File: config.mk
export PLATFORM = sky130hd
export DESIGN_NAME = regfile
export DESIGN_NICKNAME = d
export VERILOG_FILES = /design/src/rtl/regfile_pkg.sv /design/src/rtl/regfile_rd_port.sv /design/src/rtl/regfile.sv
export SDC_FILE = /design/constraint.sdc
export NUM_CORES = 2
export LEC_CHECK = 0
export BUFFER_PORTS_ARGS = -buffer_cell sky130_fd_sc_hd__buf_4
export CAP_MARGIN = 20
export CORE_ASPECT_RATIO = 0.9
export CORE_MARGIN = 2
export CORE_UTILIZATION = 45
export CTS_BUF_LIST = sky130_fd_sc_hd__clkbuf_16
export CTS_CLUSTER_SIZE = 30
export DETAILED_ROUTE_END_ITERATION = 8
export GPL_ROUTABILITY_DRIVEN = 1
export GPL_TIMING_DRIVEN = 0
export MAX_ROUTING_LAYER = met4
export PLACE_DENSITY = 0.6
export SLEW_MARGIN = 20
export SYNTH_ARGS = -nofsm -noshare
export SYNTH_HDL_FRONTEND = slang
export SYNTH_SLANG_ARGS = --single-unit
File: constraint.sdc
create_clock -name clk -period 3.6 [get_ports clk]
set_input_delay 0.18 -clock clk [delete_from_list [all_inputs] [get_ports clk]]
set_output_delay 0.18 -clock clk [all_outputs]
set_load 0.01 [all_outputs]
File: src/rtl/regfile_pkg.sv
// regfile_pkg: widths, constants and types shared by the register file, the MEM/WB pipeline
// register and the ID stage.
//   REG_ADDR_WIDTH / REG_DATA_WIDTH : register index and data widths.
//   ZERO_WORD                       : all-zero data word.
//   REG_{WRITE,READ}_{ENABLE,DISABLE}: enable encodings on the WB and ID interfaces.
// The `REG_ADDR_WIDTH, `REG_DATA_WIDTH and `ZERO_WORD macros are also provided for
// macro-based consumers; the package localparams derive from them so they cannot diverge.

`ifndef REG_ADDR_WIDTH
`define REG_ADDR_WIDTH 5
`endif

`ifndef REG_DATA_WIDTH
`define REG_DATA_WIDTH 32
`endif

`ifndef ZERO_WORD
`define ZERO_WORD 32'h0000_0000
`endif

package regfile_pkg;

    localparam int unsigned REG_ADDR_WIDTH = `REG_ADDR_WIDTH;
    localparam int unsigned REG_DATA_WIDTH = `REG_DATA_WIDTH;

    typedef logic [REG_ADDR_WIDTH-1:0] reg_addr_t;
    typedef logic [REG_DATA_WIDTH-1:0] reg_data_t;

    localparam reg_data_t ZERO_WORD = `ZERO_WORD;

    localparam logic REG_WRITE_ENABLE  = 1'b1;
    localparam logic REG_WRITE_DISABLE = 1'b0;
    localparam logic REG_READ_ENABLE   = 1'b1;
    localparam logic REG_READ_DISABLE  = 1'b0;

    // Index -> address conversion so callers avoid width warnings on compares.
    function automatic reg_addr_t to_reg_addr(input int unsigned idx);
        return reg_addr_t'(idx);
    endfunction

endpackage

File: src/rtl/regfile_rd_port.sv
// regfile_rd_port: one combinational read port of the register file.
// Resolves, highest priority first: reset -> 0, disabled -> 0, zero register -> 0,
// WB bypass hit (only with REGFILE_WB_BYPASS_EN defined) -> write data, otherwise the
// stored value supplied by the parent.
// Ports:
//   rst_n      : active-low reset, forces the output to zero.
//   r_en       : port enable.
//   r_addr     : register index being read.
//   r_store    : storage contents at r_addr (selected by the parent).
//   w_reg_en   : WB write enable (used by the bypass compare).
//   w_reg_addr : WB write destination.
//   w_reg_data : WB write data.
//   r_data     : resolved read data.
// Macro: REGFILE_WB_BYPASS_EN enables same-cycle WB->ID forwarding.

module regfile_rd_port
    import regfile_pkg::*;
#(
    parameter int unsigned ZERO_REG = 0
) (
    input  logic                      rst_n,
    input  logic                      r_en,
    input  logic [REG_ADDR_WIDTH-1:0] r_addr,
    input  logic [REG_DATA_WIDTH-1:0] r_store,
    input  logic                      w_reg_en,
    input  logic [REG_ADDR_WIDTH-1:0] w_reg_addr,
    input  logic [REG_DATA_WIDTH-1:0] w_reg_data,
    output logic [REG_DATA_WIDTH-1:0] r_data
);

    localparam reg_addr_t ZeroAddr = reg_addr_t'(ZERO_REG);

`ifdef REGFILE_WB_BYPASS_EN
    logic bypass_hit;
    // Zero-register case is already excluded by the higher-priority branch below.
    assign bypass_hit = (w_reg_en == REG_WRITE_ENABLE) && (w_reg_addr == r_addr);
`else
    // Without the bypass the write interface does not influence the read.
    logic unused_wb;
    assign unused_wb = ^{w_reg_en, w_reg_addr, w_reg_data};
`endif

    always_comb begin
        r_data = ZERO_WORD;
        if (!rst_n) begin
            r_data = ZERO_WORD;
        end else if (r_en != REG_READ_ENABLE) begin
            r_data = ZERO_WORD;
        end else if (r_addr == ZeroAddr) begin
            r_data = ZERO_WORD;
`ifdef REGFILE_WB_BYPASS_EN
        end else if (bypass_hit) begin
            r_data = w_reg_data;
`endif
        end else begin
            r_data = r_store;
        end
    end

endmodule

File: src/rtl/regfile.sv
// regfile: general-purpose register file of the 5-stage MIPS core.
// One synchronous write port fed by MEM/WB, two combinational read ports serving ID.
// Register ZERO_REG reads as zero and silently ignores writes.
// Ports:
//   clk        : core clock, rising edge.
//   rst_n      : asynchronous active-low reset; clears every register immediately.
//   w_reg_en   : write enable from MEM/WB.
//   w_reg_addr : write destination.
//   w_reg_data : write data.
//   r1_en / r1_addr / r1_data : read port 1 (rs).
//   r2_en / r2_addr / r2_data : read port 2 (rt).
// Macro: REGFILE_WB_BYPASS_EN -- when defined, a read of the register being written in the
// same cycle returns the new data; when undefined it returns the old stored value.
// REG_NUM must equal 2**REG_ADDR_WIDTH so every address decodes to a real entry.

module regfile
    import regfile_pkg::*;
#(
    parameter int unsigned REG_NUM  = 32,
    parameter int unsigned ZERO_REG = 0
) (
    input  logic                      clk,
    input  logic                      rst_n,
    input  logic                      w_reg_en,
    input  logic [REG_ADDR_WIDTH-1:0] w_reg_addr,
    input  logic [REG_DATA_WIDTH-1:0] w_reg_data,
    input  logic                      r1_en,
    input  logic [REG_ADDR_WIDTH-1:0] r1_addr,
    output logic [REG_DATA_WIDTH-1:0] r1_data,
    input  logic                      r2_en,
    input  logic [REG_ADDR_WIDTH-1:0] r2_addr,
    output logic [REG_DATA_WIDTH-1:0] r2_data
);

    localparam reg_addr_t ZeroAddr = reg_addr_t'(ZERO_REG);

    reg_data_t storage_q [REG_NUM];
    reg_data_t storage_d [REG_NUM];

    always_comb begin
        storage_d = storage_q;
        if ((w_reg_en == REG_WRITE_ENABLE) && (w_reg_addr != ZeroAddr)) begin
            storage_d[w_reg_addr] = w_reg_data;
        end
    end

    // A write on the same edge as reset assertion is lost: reset wins.
    always_ff @(posedge clk or negedge rst_n) begin
        if (!rst_n) begin
            storage_q <= '{default: ZERO_WORD};
        end else begin
            storage_q <= storage_d;
        end
    end

    regfile_rd_port #(
        .ZERO_REG (ZERO_REG)
    ) u_rd_port1 (
        .rst_n      (rst_n),
        .r_en       (r1_en),
        .r_addr     (r1_addr),
        .r_store    (storage_q[r1_addr]),
        .w_reg_en   (w_reg_en),
        .w_reg_addr (w_reg_addr),
        .w_reg_data (w_reg_data),
        .r_data     (r1_data)
    );

    regfile_rd_port #(
        .ZERO_REG (ZERO_REG)
    ) u_rd_port2 (
        .rst_n      (rst_n),
        .r_en       (r2_en),
        .r_addr     (r2_addr),
        .r_store    (storage_q[r2_addr]),
        .w_reg_en   (w_reg_en),
        .w_reg_addr (w_reg_addr),
        .w_reg_data (w_reg_data),
        .r_data     (r2_data)
    );

endmodule

==> results.md <==
Clock network:
- Clock tree synthesis found a total of 1024 sinks.
- TritonCTS built the clock tree.
- The library cell used as clock root buffer is clkbuf_16.
- In this run, CTS created clock tree buffers numbering 116.
- The H-tree depth is 3.
- The clock reaches the later pin of the worst-skew pair after 710 ps.
- The clock slew at the register clock pins of the worst setup and hold paths is 60 ps.
- The largest buffer count on any clock path is 3.

Timing:
- On the final layout, the worst hold slack is 122.2 ps.
- The worst clock skew is 0 ps.
- Dividing the final minimum period by the clock period gives 102.1%.
- The number of endpoints with negative hold slack in the final report is 0.
- The worst slew margin relative to its limit is 24.09%.
- The total count of max-transition violations in the final report is 0.
- At the pin with the least slew margin, the transition time is 1139 ps.
- For the finished layout, the period the worst path requires is 3674 ps.
- Setup repair after global routing left no endpoint under its margin.
- The number of setup violations in the final report is 2.
- The upper clock frequency limit is 272.2 MHz.
- Setup slack on the critical path of the routed design comes to -74.29 ps.

Floorplanning:
- The die covers 0.1231 mm2.
- between 100 and 150 I/O pins were placed.
- The initial utilization of the core area, before any placement, comes to 45.41%.
- The die span in x is between 300 and 400 um.
- The core region is 0.1192 mm2.
- The die boundary height is 333.1 um.
- The row count is 120.

Setup path:
- The startpoint class of the critical path is an input pin.
- The timing endpoint of the critical path is r1_data[26].
- The register-to-register setup slack is approximately 2800 ps.
- In this run the critical register-to-register path is launched from storage_q[14].
- The reg-to-reg endpoint is storage_q[14].
- The highest net fanout along the worst path is 10.
- STA classifies the critical path endpoint as an output pin.
- For the worst flop-to-flop path, the logic depth is 1.
- For the worst setup path, the data arrival time is 3490 ps.
- In this run the worst setup path begins at r1_addr[2].
- The data required time of the critical path is between 3000 and 4000 ps.
- The critical path is of the in2out type.

GRT:
- The pin count of the biggest net entering global routing is 142.
- Summed over all layers, the global routing overflow is 0.
- The via count of the first global-routing pass is roughly 37000.
- The number of antenna violations at the first check in global routing is 12.
- The first global-routing pass estimated 280700 um of wire.
- The total routing resource utilization after global routing is ~33%.

Place:
- The post-detailed-placement cell area is 0.05722 mm2.
- At the end of routability-driven placement, the weighted congestion stood at between 0.9 and 1.
- Buffers placed on the I/O ports in this run total 108.
- The wire-length estimate of the detail-placed layout is between 150000 and 200000 um.

Synth:
- During synthesis, Yosys emitted a total of 0 warnings.
- The mean instance size in the synthesized netlist is ~14 um2.
- The net count after synthesis is 3960.
- Summing every instance area after synthesis gives 0.05414 mm2.
- The number of synthesized register bits is 1024.
- The synthesized instance count is 3908.
- After synthesis, flip-flops and latches occupy 47.33% of the total area.
- The number of distinct library cells after synthesis is 31.

Route:
- Routed signal wires occupy layers up through met4.
- After the first detailed-routing iteration, the DRC count stood at 4271.
- Summed over all layers, the routed wires come to 198200 um.
- The count of antenna-violating nets left after detailed routing is 0.
- In the final routing, the length of wire on met1 measures 86510 um.
- The met2 layer wire length in the routed design is 82580 um.
- Detailed routing inserted a total of 37800 vias.
- The number of design rule violations left after detail routing is 0.
- The routed wire length per instance is approximately 34 um.
- The first TritonRoute pass finished after 6 iterations.
- In the routed layout, each cell is associated on average with a via count of 6.429.
- Detailed routing placed a total of roughly 21000 um of wire on met3.

Status:
- The checks that failed: setup timing.
- The flow ran to the end, but the final reports show violations.

Layout:
- The layout has around 10000 filler cells.
- The final net count is approximately 4200.
- The fraction of final layout cells sized beyond drive strength 1 is 40.43%.
- The post-route cell area is 0.06144 mm2.
- The register with the most flip-flops is storage_q.
- The largest registers in the layout are storage_q: 1024 flops.
- The register with the most flip-flops in the layout has 1024 of them.
- Relative to the synthesized area, the layout overhead comes to 13.48%.

Pwr:
- The design draws roughly 33000 uW.
- The analysis attributes to cell leakage a power of 0.02758 uW.
- For this design the ratio of total power to cell area is 541.9 mW/mm2.
- The worst ir drop on vdd is 411.6 uV.

Min path:
- The min-delay analysis places its worst path in the category in2reg.

Run:
- The max-cap violation count is 0.
-- where the power goes --
| part | total, uW | internal [uW] | leakage (uW) | switching, uW |
|---|---|---|---|---|
| registers | 15400 | 13700 | 0.0131 | 1660 |
| logic | 6620 | 3590 | 0.0126 | 3040 |
| clock network | 11300 | 6270 | 0.00188 | 5040 |
| total | 33300 | 23600 | 0.0276 | 9730 |
-- Yosys cell counts --
cell,instances,share of area [%]
or3_1,2,0.023
buf_1,11,0.076
and3_1,3,0.035
nor3b_1,1,0.014
clkbuf_1,248,1.7
clkbuf_2,1,0.0092
nand4_1,70,0.81
a22oi_1,378,5.2
nand3_1,140,1.3
nand3b_1,2,0.028
a2bb2oi_1,2,0.032
mux4_2,254,11
dfrtp_1,1024,47
nor4_2,1,0.023
nor2_1,24,0.17
mux2_1,7,0.15
a211oi_1,2,0.028
buf_2,152,1.4
nor3_1,4,0.037
nor2b_1,14,0.16
nor3b_2,1,0.023
nor3_2,3,0.055
nand2_1,14,0.097
mux2_2,989,21
mux2i_1,514,9.5
and2_1,6,0.069
inv_1,3,0.021
nor4_1,2,0.023
buf_4,32,0.44
nand2b_1,3,0.035
and3b_1,1,0.016
-- metal layers --
layer  global-route usage (%)  up-vias
met2                    44.55     1790
met1                    46.24    20040
met5                        -        -
li1                         -    15580
met4                    12.15        0
met3                    10.53      395
-- layout by cell type (no fill, tap or decap), types with 37 or more instances in the layout --
cell / netlist / layout
a22oi_1: 378 / 376
buf_2: 152 / 156
buf_4: 32 / 139
clkbuf_1: 248 / 226
clkbuf_16: 0 / 121
dfrtp_1: 1024 / 1024
dlygate4sd3_1: 0 / 37
inv_1: 3 / 44
mux2_2: 989 / 989
mux2i_1: 514 / 514
mux4_2: 254 / 254
nand3_1: 140 / 140
nand4_1: 70 / 70
-- per-stage QoR --
step	util (%)	setup slack, ps	cells	TNS (ps)
floorplan	-	1884	3908	0
global placement	47.76	-11770	5602	-
detailed placement	47.99	-950.3	5611	-22000
CTS	51.48	18.13	5865	0
global route	51.53	14.80	5875	0
finish	51.54	-74.29	5880	-86.39
-- cell type report --
type / instances / area [um2] / share of cell area, %
clock inverters: 88 / 485.5 / 0.7901
plain buffers: 444 / 2011 / 3.273
diodes: 15 / 37.54 / 0.06109
flip-flops and latches: 1024 / 25620 / 41.71
well taps: 1586 / 1984 / 3.230
inverters: 3 / 11.26 / 0.01833
multi-input cells: 2437 / 26590 / 43.27
clock buffers: 121 / 3028 / 4.928
repair buffers: 162 / 1674 / 2.725
-- critical path: stages --
cell,delay [ps]
buf_2,200
buf_2,400
clkbuf_1,890
mux4_2,410
a22oi_1,630
nand4_1,460
buf_4,290
-- how the worst min path moves through the flow --
stage | start | end | cells past startpoint
2_1_floorplan | rst_n | storage_q[0] | 0
3_3_place_gp | storage_q[1015] | storage_q[1015] | 1
3_5_place_dp | rst_n | storage_q[876] | 1
4_1_cts | w_reg_addr[4] | storage_q[640] | 3
5_1_grt | w_reg_addr[4] | storage_q[640] | 3
6_report | w_reg_addr[4] | storage_q[671] | 3
-- timing repair --
action,4_1_cts,5_1_grt
pin swaps,0,1
cloned,1,0
gates resized for setup,20,20
setup endpoints to repair,37,11
buffers inserted,0,0
hold endpoints to repair,537,0
hold buffers,44,0
-- cells by family (layout without fill, tap and decap cells) --
group                  after synthesis  after routing  synth area share, %
other                                0             15                    0
muxes                             1764           1764                40.78
AOI/OAI and AO/OA                  382            382                5.301
buffers and inverters              447            818                3.675
and+or+nand+nor                    291            291                2.910
DFF                               1024           1024                47.33
Power figures use the tool's default switching activity.
